$ cat src/rtl/encode_disp_pkg.sv
// Shared digit encoding and 7-segment glyph table for the encoder display path.
// Segment order is {g,f,e,d,c,b,a}, active-low.
package encode_disp_pkg;

    localparam int DIGITS = 4;

    typedef logic [3:0] digit_t;

    localparam digit_t DIG_DASH  = 4'hA;
    localparam digit_t DIG_BLANK = 4'hF;

    localparam logic [6:0] SEG_0     = 7'b1000000;
    localparam logic [6:0] SEG_1     = 7'b1111001;
    localparam logic [6:0] SEG_2     = 7'b0100100;
    localparam logic [6:0] SEG_3     = 7'b0110000;
    localparam logic [6:0] SEG_4     = 7'b0011001;
    localparam logic [6:0] SEG_5     = 7'b0010010;
    localparam logic [6:0] SEG_6     = 7'b0000010;
    localparam logic [6:0] SEG_7     = 7'b1111000;
    localparam logic [6:0] SEG_8     = 7'b0000000;
    localparam logic [6:0] SEG_9     = 7'b0010000;
    localparam logic [6:0] SEG_DASH  = 7'b0111111;
    localparam logic [6:0] SEG_BLANK = 7'b1111111;

    // Codes 4'hB..4'hE never occur; they fall back to blank.
    function automatic logic [6:0] seg_decode(input digit_t d);
        logic [6:0] s;
        case (d)
            4'd0:     s = SEG_0;
            4'd1:     s = SEG_1;
            4'd2:     s = SEG_2;
            4'd3:     s = SEG_3;
            4'd4:     s = SEG_4;
            4'd5:     s = SEG_5;
            4'd6:     s = SEG_6;
            4'd7:     s = SEG_7;
            4'd8:     s = SEG_8;
            4'd9:     s = SEG_9;
            DIG_DASH: s = SEG_DASH;
            default:  s = SEG_BLANK;
        endcase
        return s;
    endfunction

endpackage

$ cat src/rtl/encode_disp_scan_if.sv
// Encoder-side inputs and board-pin/status outputs of the display scanner.
// master = encoder/board side, slave = the scanner itself.
interface encode_disp_scan_if;
    logic [2:0] D;
    logic       ET;
    logic       disp_en;
    logic [3:0] an;
    logic [6:0] seg;
    logic       dp;
    logic [2:0] code_q;
    logic       code_valid;
    logic [7:0] chg_cnt;

    modport master (
        output D, ET, disp_en,
        input  an, seg, dp, code_q, code_valid, chg_cnt
    );

    modport slave (
        input  D, ET, disp_en,
        output an, seg, dp, code_q, code_valid, chg_cnt
    );
endinterface

$ cat src/rtl/code_stabilizer.sv
// Two-flop synchroniser, ET-based normalisation and stability filter for {ET,D}.
// o_accept is high for the single cycle in which the candidate is committed.
module code_stabilizer #(
    parameter int STABLE_CYCLES = 1000000
) (
    input  logic       clk,
    input  logic       n_rst,
    input  logic [2:0] i_d,
    input  logic       i_et,
    output logic [2:0] o_code,
    output logic       o_valid,
    output logic       o_accept,
    output logic [2:0] o_new_code,
    output logic       o_new_valid
);

    localparam int CW = (STABLE_CYCLES > 1) ? $clog2(STABLE_CYCLES) : 1;
    localparam logic [CW-1:0] STAB_TC = CW'(STABLE_CYCLES - 1);

    logic [3:0]    r_sync1;
    logic [3:0]    r_sync2;
    logic [3:0]    r_cand;
    logic [3:0]    r_acc;
    logic [CW-1:0] r_stab;

    logic [3:0] w_sample;
    logic       w_at_tc;
    logic       w_accept;

    // With no request active the code is meaningless, so collapse it to one value.
    assign w_sample = r_sync2[3] ? r_sync2 : 4'b0000;
    assign w_at_tc  = (r_stab == STAB_TC);
    assign w_accept = (w_sample == r_cand) && w_at_tc && (r_cand != r_acc);

    always_ff @(posedge clk) begin
        if (!n_rst) begin
            r_sync1 <= 4'b0000;
            r_sync2 <= 4'b0000;
            r_cand  <= 4'b0000;
            r_acc   <= 4'b0000;
            r_stab  <= '0;
        end else begin
            r_sync1 <= {i_et, i_d};
            r_sync2 <= r_sync1;
            if (w_sample != r_cand) begin
                r_cand <= w_sample;
                r_stab <= '0;
            end else if (!w_at_tc) begin
                r_stab <= r_stab + 1'b1;
            end
            if (w_accept) begin
                r_acc <= r_cand;
            end
        end
    end

    assign o_code      = r_acc[2:0];
    assign o_valid     = r_acc[3];
    assign o_accept    = w_accept;
    assign o_new_code  = r_cand[2:0];
    assign o_new_valid = r_cand[3];

endmodule

$ cat src/rtl/encode_disp_scan.sv
// Encoder-code display: filtered current code, previous valid code and a BCD count of
// accepted valid codes, multiplexed onto a 4-digit common-anode 7-segment display.
module encode_disp_scan
    import encode_disp_pkg::*;
#(
    parameter int REFRESH_DIV   = 50000,
    parameter int STABLE_CYCLES = 1000000
) (
    input  logic                 clk,
    input  logic                 n_rst,
    encode_disp_scan_if.slave    bus
);

    localparam int RW = (REFRESH_DIV > 1) ? $clog2(REFRESH_DIV) : 1;
    localparam int IW = $clog2(DIGITS);
    localparam logic [RW-1:0] REFRESH_TC = RW'(REFRESH_DIV - 1);

    logic [2:0] w_code;
    logic       w_valid;
    logic       w_accept;
    logic [2:0] w_new_code;
    logic       w_new_valid;
    digit_t     w_digit;

    logic [RW-1:0]     r_refresh;
    logic [IW-1:0]     r_idx;
    digit_t            r_prev;
    logic [3:0]        r_ones;
    logic [3:0]        r_tens;
    logic [DIGITS-1:0] r_an;
    logic [6:0]        r_seg;

    code_stabilizer #(
        .STABLE_CYCLES (STABLE_CYCLES)
    ) u_stab (
        .clk         (clk),
        .n_rst       (n_rst),
        .i_d         (bus.D),
        .i_et        (bus.ET),
        .o_code      (w_code),
        .o_valid     (w_valid),
        .o_accept    (w_accept),
        .o_new_code  (w_new_code),
        .o_new_valid (w_new_valid)
    );

    always_comb begin
        w_digit = DIG_BLANK;
        case (r_idx)
            2'd0:    w_digit = w_valid ? {1'b0, w_code} : DIG_DASH;
            2'd1:    w_digit = r_prev;
            2'd2:    w_digit = r_ones;
            default: w_digit = r_tens;
        endcase
    end

    always_ff @(posedge clk) begin
        if (!n_rst) begin
            r_refresh <= '0;
            r_idx     <= '0;
            r_prev    <= DIG_BLANK;
            r_ones    <= 4'd0;
            r_tens    <= 4'd0;
            r_an      <= '1;
            r_seg     <= SEG_BLANK;
        end else begin
            if (r_refresh == REFRESH_TC) begin
                r_refresh <= '0;
                r_idx     <= r_idx + 1'b1;
            end else begin
                r_refresh <= r_refresh + 1'b1;
            end

            // Old accepted value is still on w_code/w_valid during the accept cycle.
            if (w_accept && w_valid) begin
                r_prev <= {1'b0, w_code};
            end

            if (w_accept && w_new_valid) begin
                if (r_ones == 4'd9) begin
                    r_ones <= 4'd0;
                    r_tens <= (r_tens == 4'd9) ? 4'd0 : r_tens + 1'b1;
                end else begin
                    r_ones <= r_ones + 1'b1;
                end
            end

            if (bus.disp_en) begin
                r_an  <= ~(DIGITS'(1) << r_idx);
                r_seg <= seg_decode(w_digit);
            end else begin
                r_an  <= '1;
                r_seg <= SEG_BLANK;
            end
        end
    end

    assign bus.an         = r_an;
    assign bus.seg        = r_seg;
    assign bus.dp         = 1'b1;
    assign bus.code_q     = w_code;
    assign bus.code_valid = w_valid;
    assign bus.chg_cnt    = {r_tens, r_ones};

endmodule
$ cat src/flat_wrapper.sv
// flat-port wrapper written by rule: the top's interface ports become plain ports
module encode_disp_scan_flat import encode_disp_pkg::*;
#(
    parameter int REFRESH_DIV   = 50000,
    parameter int STABLE_CYCLES = 1000000
)
  (clk, n_rst, bus_D, bus_ET, bus_disp_en, bus_an, bus_seg, bus_dp, bus_code_q, bus_code_valid, bus_chg_cnt);
  encode_disp_scan_if bus_i ();
  input  logic clk;
  input  logic n_rst;
  input wire logic [$bits(bus_i.D)-1:0] bus_D;
  input wire logic [$bits(bus_i.ET)-1:0] bus_ET;
  input wire logic [$bits(bus_i.disp_en)-1:0] bus_disp_en;
  output wire logic [$bits(bus_i.an)-1:0] bus_an;
  output wire logic [$bits(bus_i.seg)-1:0] bus_seg;
  output wire logic [$bits(bus_i.dp)-1:0] bus_dp;
  output wire logic [$bits(bus_i.code_q)-1:0] bus_code_q;
  output wire logic [$bits(bus_i.code_valid)-1:0] bus_code_valid;
  output wire logic [$bits(bus_i.chg_cnt)-1:0] bus_chg_cnt;
  assign bus_i.D = bus_D;
  assign bus_i.ET = bus_ET;
  assign bus_i.disp_en = bus_disp_en;
  assign bus_an = bus_i.an;
  assign bus_seg = bus_i.seg;
  assign bus_dp = bus_i.dp;
  assign bus_code_q = bus_i.code_q;
  assign bus_code_valid = bus_i.code_valid;
  assign bus_chg_cnt = bus_i.chg_cnt;
  encode_disp_scan #(.REFRESH_DIV(REFRESH_DIV), .STABLE_CYCLES(STABLE_CYCLES)) u_core (.clk(clk), .n_rst(n_rst), .bus(bus_i));
endmodule
$ cat config.mk
export PLATFORM = sky130hd
export DESIGN_NAME = encode_disp_scan_flat
export DESIGN_NICKNAME = d
export VERILOG_FILES = /design/src/rtl/encode_disp_pkg.sv /design/src/rtl/encode_disp_scan_if.sv /design/src/rtl/code_stabilizer.sv /design/src/rtl/encode_disp_scan.sv /design/src/flat_wrapper.sv
export SDC_FILE = /design/constraint.sdc
export NUM_CORES = 1
export LEC_CHECK = 0
export CAP_MARGIN = 20
export CORE_MARGIN = 4
export CORE_UTILIZATION = 57
export CTS_CLUSTER_DIAMETER = 60
export DETAILED_ROUTE_END_ITERATION = 16
export PLACE_DENSITY = 0.79
export SYNTH_ARGS = -nofsm -noshare
export SYNTH_HDL_FRONTEND = slang
export SYNTH_HIERARCHICAL = 1
export SYNTH_SLANG_ARGS = --single-unit
export TNS_END_PERCENT = 1
$ cat constraint.sdc
create_clock -name clk -period 3.05 [get_ports clk]
set_input_delay 0.305 -clock clk [delete_from_list [all_inputs] [get_ports clk]]
set_output_delay 0.305 -clock clk [all_outputs]
set_load 0.005 [all_outputs]
# == Word-level counts from Yosys, hierarchy flattened ==
# Memories as Yosys holds them, arrays and structs flattened. A register that Yosys moved wholly into a read port is not among the register bits.
# Index checks and enable logic that the tools add are counted.
# classes
n_eq_ne,9
add_sub_neg,5
mux,5
shift,1
reduce_logical,10
bitwise,2
# ops
operator,n
adder 20 x 1 -> 20 bit (second input constant),1
equality test 20 bit (second input constant),1
adder 16 x 1 -> 16 bit (second input constant),1
equality test 16 bit (second input constant),1
two-way mux 4 bit,4
case mux 4 bit (3 select lines),1
adder 4 x 1 -> 4 bit (second input constant),2
equality test 4 bit (second input constant),2
inequality test 4 bit,2
equality test 4 bit,1
logical AND 1 bit,4
inverter 4 bit,1
AND reduction 2 bit,2
OR reduction 2 bit,2
left shift 1 x 2 -> 4 bit (first input constant),1
adder 2 x 1 -> 2 bit (second input constant),1
equality test 2 x 1 -> 1 bit (second input constant),1
equality test 2 bit (second input constant),1
logical NOT 2 bit,1
logical NOT 1 bit,1
inverter 1 bit,1
# word_totals
out_inout_bits,24
wordCells,44
mem_count,1
register_bits,70
rom_bits,112
# mem_list
memory,depth,word_bits,rd,rd_ports_with_merged_regs,write_ports,line,source
(name not given),16,7,1,1,0,encode_disp_pkg.sv:28,case (d)

# == Longest topological paths before layout ==
# Gate-level depths: netlist of run 1.
# depth
word_depth,6
mapped_depth,10
ltp_nobuf,9

# == Cells and area by module ==
# The synthesis of run 1 kept the hierarchy.
# by_module_without_submodules
module,cells_per_inst,seq_area_each_um2,n_inst,area_each_um2
encode_disp_scan,222,820.8,1,1948.1
code_stabilizer,160,720.7,1,1521.5

# == Least setup slack after synthesis of run 1 ==
# OpenSTA, ideal clock, no wires.
# synth_timing
kind,flip-flop to flip-flop
from,register u_core.u_stab.r_stab[0]
to,register u_core.r_tens[1]
path_buffers,1
period_less_slack_ns,2.574
arrival_time_ns,2.498
path_stages_with_launch,11
required_time_ns,2.974
setup_slack_ns,0.476
path_cell_list,dfxtp_1 ha_1 and3_1 nand3_1 a2111o_1 a41oi_1 clkbuf_1 and4b_1 nand3_1 or3_1 a21boi_0
# synth_via
elab_chain_len,5
# synth_rtl
element,line,source
start: declaration,code_stabilizer.sv:24,logic [CW-1:0] r_stab;
start signal: assignment,code_stabilizer.sv:49,r_stab <= r_stab + 1'b1;
equality test 20 bit,code_stabilizer.sv:32,assign w_at_tc = (r_stab == STAB_TC);
logical AND 1 bit (2 in series),code_stabilizer.sv:33,assign w_accept = (w_sample == r_cand) && w_at_tc && (r_cand != r_acc);
via u_core.w_accept,encode_disp_scan.sv:20,logic w_accept;
logical AND 1 bit,encode_disp_scan.sv:79,if (w_accept && w_new_valid) begin
AND reduction 2 bit (no source line),n/a,
end signal: assignment,encode_disp_scan.sv:82,r_tens <= (r_tens == 4'd9) ? 4'd0 : r_tens + 1'b1;
end: declaration,encode_disp_scan.sv:29,logic [3:0] r_tens;
# The timed path passes the listed nets, and every way through them passes these cells.
# A chain may end at the register's enable or synchronous reset.

# == Final worst setup path of run 1 ==
# layout_timing
from,register u_core.u_stab.r_cand[2]
to,register u_core.r_tens[1]
# layout_via
elab_chain_len,5
# layout_rtl
element,line,source
start: declaration,code_stabilizer.sv:22,logic [3:0] r_cand;
start signal: assignment,code_stabilizer.sv:46,r_cand <= w_sample;
equality test 4 bit,code_stabilizer.sv:33,
logical AND 1 bit,code_stabilizer.sv:33,
logical AND 1 bit *,code_stabilizer.sv:33,
via u_core.w_accept,encode_disp_scan.sv:20,
logical AND 1 bit *,encode_disp_scan.sv:79,
AND reduction 2 bit (no source line) *,n/a,
# The timed path passes the listed nets; every way through them passes the cells marked *.

==> flow_metrics.tcl, run 1 <==
set metrics [dict create \
    run_status "finished clean" \
    clk_latency_ns 0.35 \
    power.total_w 0.00203 \
    chipHeight_um 86.0 \
    synth_area_leader_cell "dfxtp_1" \
    critPathLaunch "u_core/u_stab/r_cand[2]" \
    num_rows 28 \
    r2r_slack_ns 0.36 \
    r2r-end "u_core/r_tens[1]" \
    pre_cts_slack_ns 0.409 \
    first_pass_iters 5 \
    cts-htree-levels 3 \
    holdBufCountCts 0 \
    synth.most_common_cell "dfxtp_1" \
    cts_buffers 9 \
    die_area_um2 7400 \
    crit_family "simple AND/OR/NAND/NOR gates" \
    cts_tree "yes" \
    routedWlPerCell_um 13.9 \
    synth_compound_area_share_pct 8.51 \
    syn_avg_cell_area_um2 9.08 \
    cp_slowest_cell "dfxtp_1" \
    ys_top_cells_by_count "77 x dfxtp_1, 39 x nor2_1, 31 x nand2_1" \
    final_max_slew_viol_count 0 \
    grt_pass1_wl_um 12200 \
    synth-simple-area-share_pct 29.4 \
    synthAdderAreaFrac_pct 3.61 \
    drc 0 \
    fillers 454 \
    ys_ff_latch 77 \
    grt_max_degree 21 \
    synth-xor-area-share_pct 9.34 \
    drt-total-wl_um 6850 \
    vias 2739 \
    drive_above_1_share_pct 6.95 \
    r2r_cells 8 \
    fmaxAchievable_mhz 372 \
    start_kind "flip-flop" \
    grt-ovfl-total 0 \
    antenna_found_initial 0 \
    worst-path-buf-inv 0 \
    crit_required_ns 3.33 \
    syn2layout_area_growth_pct 17.2 \
    root_buffer "clkbuf_8" \
    post_cts_buffers 0 \
    setup.worst_path.end "u_core/r_tens[1]" \
    synth_edf_count 0 \
    min_period_over_period_pct 88.2 \
    worstSetupPathType "flip-flop to flip-flop" \
    hpwl_um 4620 \
    critPathCaptureType "flip-flop" \
    setup_viol 0 \
    cts.path.max_buffers 2 \
    die_w_um 86.0 \
    critPathArrivalTime_ns 2.97 \
    fin_tns_setup_ns 0 \
    first_global_vias 2753 \
    tightest_slew_ns 0.776 \
    ios 31 \
    syn_inst 382 \
    antenna_left 0 \
    seq_area_frac_synth_pct 44.4 \
    synth.distinct_cells 54 \
    synth_area_leaders "dfxtp_1 44%, xor2_1 4.8%, xnor2_1 4.5%" \
    clkSinkCount 77 \
    min_from "u_core/u_stab/r_sync1[2]" \
    place_congestion 0.831 \
    max_stage_delay_ns 0.43 \
    ir_worst_vdd_mv 0.350 \
    maxCapViolations 0 \
    synth_warnings 6 \
    hold_path.class "flip-flop to flip-flop" \
    syn_nets 399 \
    synthFlopType "dfxtp_1" \
    crit_cells 8 \
    port-buffer-count 29 \
    drtIter0Drc 160 \
    post-route-min-period_ns 2.69 \
    initial_core_util_pct 58.6 \
    r2r_start "u_core/u_stab/r_cand[2]" \
    worst_slack_ns 0.360 \
    synth_top_family_by_area "simple AND/OR/NAND/NOR gates" \
    syn_area_um2 3470 \
    cp_cell_sequence "nor4bb_1 > a2bb2oi_1 > a2111o_1 > a41oi_1 > and4b_1 > nand3_1 > or3_1 > a21boi_0" \
    clkTransAtPathRegs_ns 0.08 \
    synth_top_cell_area_share_pct 44.4 \
    coreArea_um2 5920 \
    leakagePower_nw 1.49 \
    synthMuxAreaShare_pct 1.73 \
    grt_setup_unrepaired "false" \
    diodes 0 \
    slew-limit-headroom_pct 48.3 \
    clock_skew_ns 0.00807 \
    avgViaCountPerCell 5.57 \
    finalHoldViolations 0 \
    grtUsageTotal_pct 20.4 \
    final_nets 429 \
    path_max_fanout 5 \
    powerDensity_nw_per_um2 499 \
    synthArstFlopShare_pct 0 \
    cts_resized 0 \
]
==> per-stage QoR <==
step           cell area (um^2)  hold WS, ns  utilization [%]  cells
2_1_floorplan              3470        0.412                -    382
3_5_place_dp               3820        0.426             64.5    476
3_3_place_gp               3820        0.415             64.5    476
6_report                   4070        0.440             68.7    492
4_1_cts                    4070        0.444             68.7    492
5_1_grt                    4070        0.454             68.7    492
==> kinds of logic after synthesis <==
kind of cell,after synthesis
buffers and inverters,25
other,1
AO/OA/AOI/OAI,43
XOR/XNOR,37
adder cells (fa/ha/maj),10
flip-flops,77
AND/OR/NAND/NOR,183
multiplexers,6
==> routing by layer <==
metal / vias up / share of wire [%] / track usage [%]
met5: - / 0 / 0
met4: 0 / 1.3 / 7.91
met3: 9 / 4.4 / 6.44
met2: 49 / 47 / 33.6
met1: 1290 / 47 / 24.8
li1: 1391 / - / -
==> state kept, by name, summed over array words and instances (netlist names) <==
signal and flops:
u_core/u_stab/r_stab 20, u_core/r_ones 4, u_core/bus.seg 7, u_core/bus.an 4, u_core/u_stab/r_cand 4, u_core/r_tens 4, u_core/r_refresh 16, u_core/u_stab/r_acc 4
u_core/u_stab/r_sync2 4, u_core/r_idx 2, u_core/u_stab/r_sync1 4, u_core/r_prev 4
==> how the worst min path moves through the flow <==
| stage | depth (start not counted) | to |
|---|---|---|
| final | 1 | u_core/u_stab/r_sync2[2] |
| after global routing | 1 | u_core/u_stab/r_sync2[1] |
| after CTS | 1 | u_core/u_stab/r_sync2[2] |
| after detailed placement | 1 | u_core/u_stab/r_sync2[2] |
| after global placement | 1 | u_core/u_stab/r_sync2[0] |
| after floorplan | 1 | u_core/u_stab/r_sync2[0] |
==> area by class of cell <==
type | count | area [um^2] | share of cell area (%)
Timing Repair Buffer | 31 | 305 | 7.51
Inverter | 13 | 48.8 | 1.20
Sequential cell | 77 | 1540 | 37.9
Tap cell | 75 | 93.8 | 2.31
Clock inverter | 5 | 106 | 2.62
Clock buffer | 11 | 141 | 3.48
Multi-Input combinational cell | 280 | 1830 | 45.0
==> power by group <==
part,internal (W),leakage [nW],switching (W)
Clock,0.000569,0.120,0.000375
Sequential,0.00102,0.624,0.0000120
Combinational,0.0000243,0.745,0.0000292
==> cells in the final DEF (no fill, tap or decap), types with 5 or more instances in the layout <==
cell type / synthesis / final
dfxtp_1: 77 / 77
nor2_1: 39 / 39
nand2_1: 31 / 31
clkdlybuf4s50_1: 0 / 29
nand3_1: 22 / 22
xor2_1: 19 / 19
xnor2_1: 18 / 18
and2_1: 15 / 15
a21oi_1: 14 / 14
inv_1: 13 / 13
nor2b_1: 11 / 11
nand4_1: 11 / 11
o21ai_0: 11 / 11
clkbuf_8: 0 / 10
ha_1: 10 / 10
nor3_1: 8 / 8
and3_1: 7 / 7
or3_1: 6 / 6
mux2i_1: 6 / 6
nor4_1: 5 / 5
No activity file was read; power rests on OpenSTA's default activity.
==> inputs of run 2 (changes only) <==
Settings changed: GPL_TIMING_DRIVEN set to 0, SLEW_MARGIN set to 20.
==> run 2 against run 1 <==
Clock power down 8.8%; first-iteration DRC count down 8.1%; register-to-register slack worse by 0.07 ns; critical endpoint unchanged; sequential share of layout area down 0.16 points.
==> flow_metrics.tcl, run 2 (same netlist as run 1, synthesis figures left out) <==
set metrics [dict create \
    fmaxAchievable_mhz 363 \
    chipHeight_um 86.0 \
    mostFrequentLayoutCell "dfxtp_1" \
    final_nets 439 \
    initial_core_util_pct 58.6 \
    worstSetupPathType "flip-flop to flip-flop" \
    min_period_over_period_pct 90.4 \
    ir_worst_vdd_mv 0.320 \
    die_area_um2 7400 \
    die_w_um 86.0 \
    place_congestion 0.817 \
    avgViaCountPerCell 5.49 \
    finalHoldViolations 0 \
    r2r_start "u_core/u_stab/r_stab[0]" \
    diodes 0 \
    final_cell_mix "77 x dfxtp_1, 39 x nor2_1, 31 x nand2_1" \
    crit_family "simple AND/OR/NAND/NOR gates" \
    antenna_left 0 \
    first_pass_iters 4 \
    cts_tree "yes" \
    powerDensity_nw_per_um2 477 \
    grtUsageTotal_pct 19.8 \
    leakagePower_nw 1.50 \
    slew-limit-headroom_pct 64.8 \
    final_core_util_pct 69.0 \
    critPathArrivalTime_ns 3.03 \
    cts-htree-levels 3 \
    cts.path.max_buffers 2 \
    largest_reg_flops 20 \
    cp_cell_sequence "ha_1 > and3_1 > nand3_2 > a2111o_1 > a41oi_1 > buf_2 > and4b_1 > nand3_1 > or3_1 > a21boi_0" \
    final_max_slew_viol_count 0 \
    drt-total-wl_um 6740 \
    tightest_slew_ns 0.526 \
    grt-ovfl-total 0 \
    maxCapViolations 0 \
    regArea_um2 1540 \
    hold_path.class "flip-flop to flip-flop" \
    fillers 485 \
    clkSinkCount 77 \
    drc 0 \
    crit_required_ns 3.32 \
    setup_viol 0 \
    antenna_found_initial 0 \
    critPathCaptureType "flip-flop" \
    syn2layout_area_growth_pct 17.7 \
    coreArea_um2 5920 \
    clkTransAtPathRegs_ns 0.08 \
    ios 31 \
    top_register "u_core/u_stab/r_stab" \
    run_status "finished clean" \
    grt_pass1_wl_um 11900 \
    post-route-min-period_ns 2.76 \
    multi_input_area_um2 1830 \
    max_stage_delay_ns 0.39 \
    worst-path-buf-inv 1 \
    start_kind "flip-flop" \
    drive_above_1_share_pct 7.26 \
    fin_tns_setup_ns 0 \
    critPathLaunch "u_core/u_stab/r_stab[0]" \
    routedWlPerCell_um 13.4 \
    dpl-instance-area_um2 3850 \
    final_area_um2 4080 \
    port-buffer-count 29 \
    path_max_fanout 8 \
    vias 2756 \
    first_global_vias 2646 \
    num_rows 28 \
    clk_latency_ns 0.35 \
    hpwl_um 4630 \
    clock_skew_ns 0.00912 \
    holdBufCountCts 0 \
    root_buffer "clkbuf_8" \
    cp_slowest_cell "dfxtp_1" \
    drtIter0Drc 147 \
    cts_buffers 9 \
    min_from "u_core/u_stab/r_sync1[1]" \
    grt_max_degree 14 \
]
==> run 2: cell count changes in the layout (fill, tap and decap cells not counted) <==
cell        before  now
clkbuf_1         1   10
buf_2            0    2
buf_4            2    1
bufinv_16        3    2
clkinv_2         0    1
clkinv_4         0    1
clkinvlp_4       1    0
nand3_1         22   21
nand3_2          0    1
==> run 2: routing by layer <==
layer  GRT usage, %  part of all wire, %
met1           25.0                   47
met2           31.7                   46
met3           4.42                  3.6
met4           9.93                  2.6
met5              0                    0
==> run 2: per-stage QoR <==
step | cells | total power, W | hold slack (ns) | setup slack [ns]
2_1_floorplan | 382 | 0.00109 | 0.412 | 0.476
3_3_place_gp | 486 | 0.00111 | 0.414 | 0.179
3_5_place_dp | 486 | 0.00111 | 0.422 | 0.151
4_1_cts | 502 | 0.00197 | 0.437 | 0.0905
5_1_grt | 502 | 0.00202 | 0.458 | -0.00321
6_report | 502 | 0.00195 | 0.437 | 0.292
==> run 2: path summary, 6_finish.rpt <==
kind         cells past startpoint  slack, ns                  endpoint
min                              1       0.44  u_core/u_stab/r_sync2[1]
min reg2reg                      1       0.44  u_core/u_stab/r_sync2[1]
max                             10       0.29          u_core/r_tens[1]
max reg2reg                     10       0.29          u_core/r_tens[1]
==> run 2: cell type report <==
type	instances	share of cell area (%)
plain buffers	12	1.26
well taps	75	2.30
clock buffers	11	3.46
inverters	13	1.19
repair buffers	29	7.11
flip-flops and latches	77	37.7
clock inverters	5	2.02
multi-input cells	280	44.9
==> run 2: power breakdown <==
part | switching, W | leakage, nW | internal, W
Sequential | 0.0000116 | 0.624 | 0.00102
Clock | 0.000375 | 0.114 | 0.000487
Combinational | 0.0000298 | 0.759 | 0.0000260
==> run 2: repair_timing <==
action	4_1_cts	5_1_grt
gates resized for setup	0	4
endpoints found under the hold margin	0	0
buffers inserted	0	0
endpoints found under the setup margin	0	2
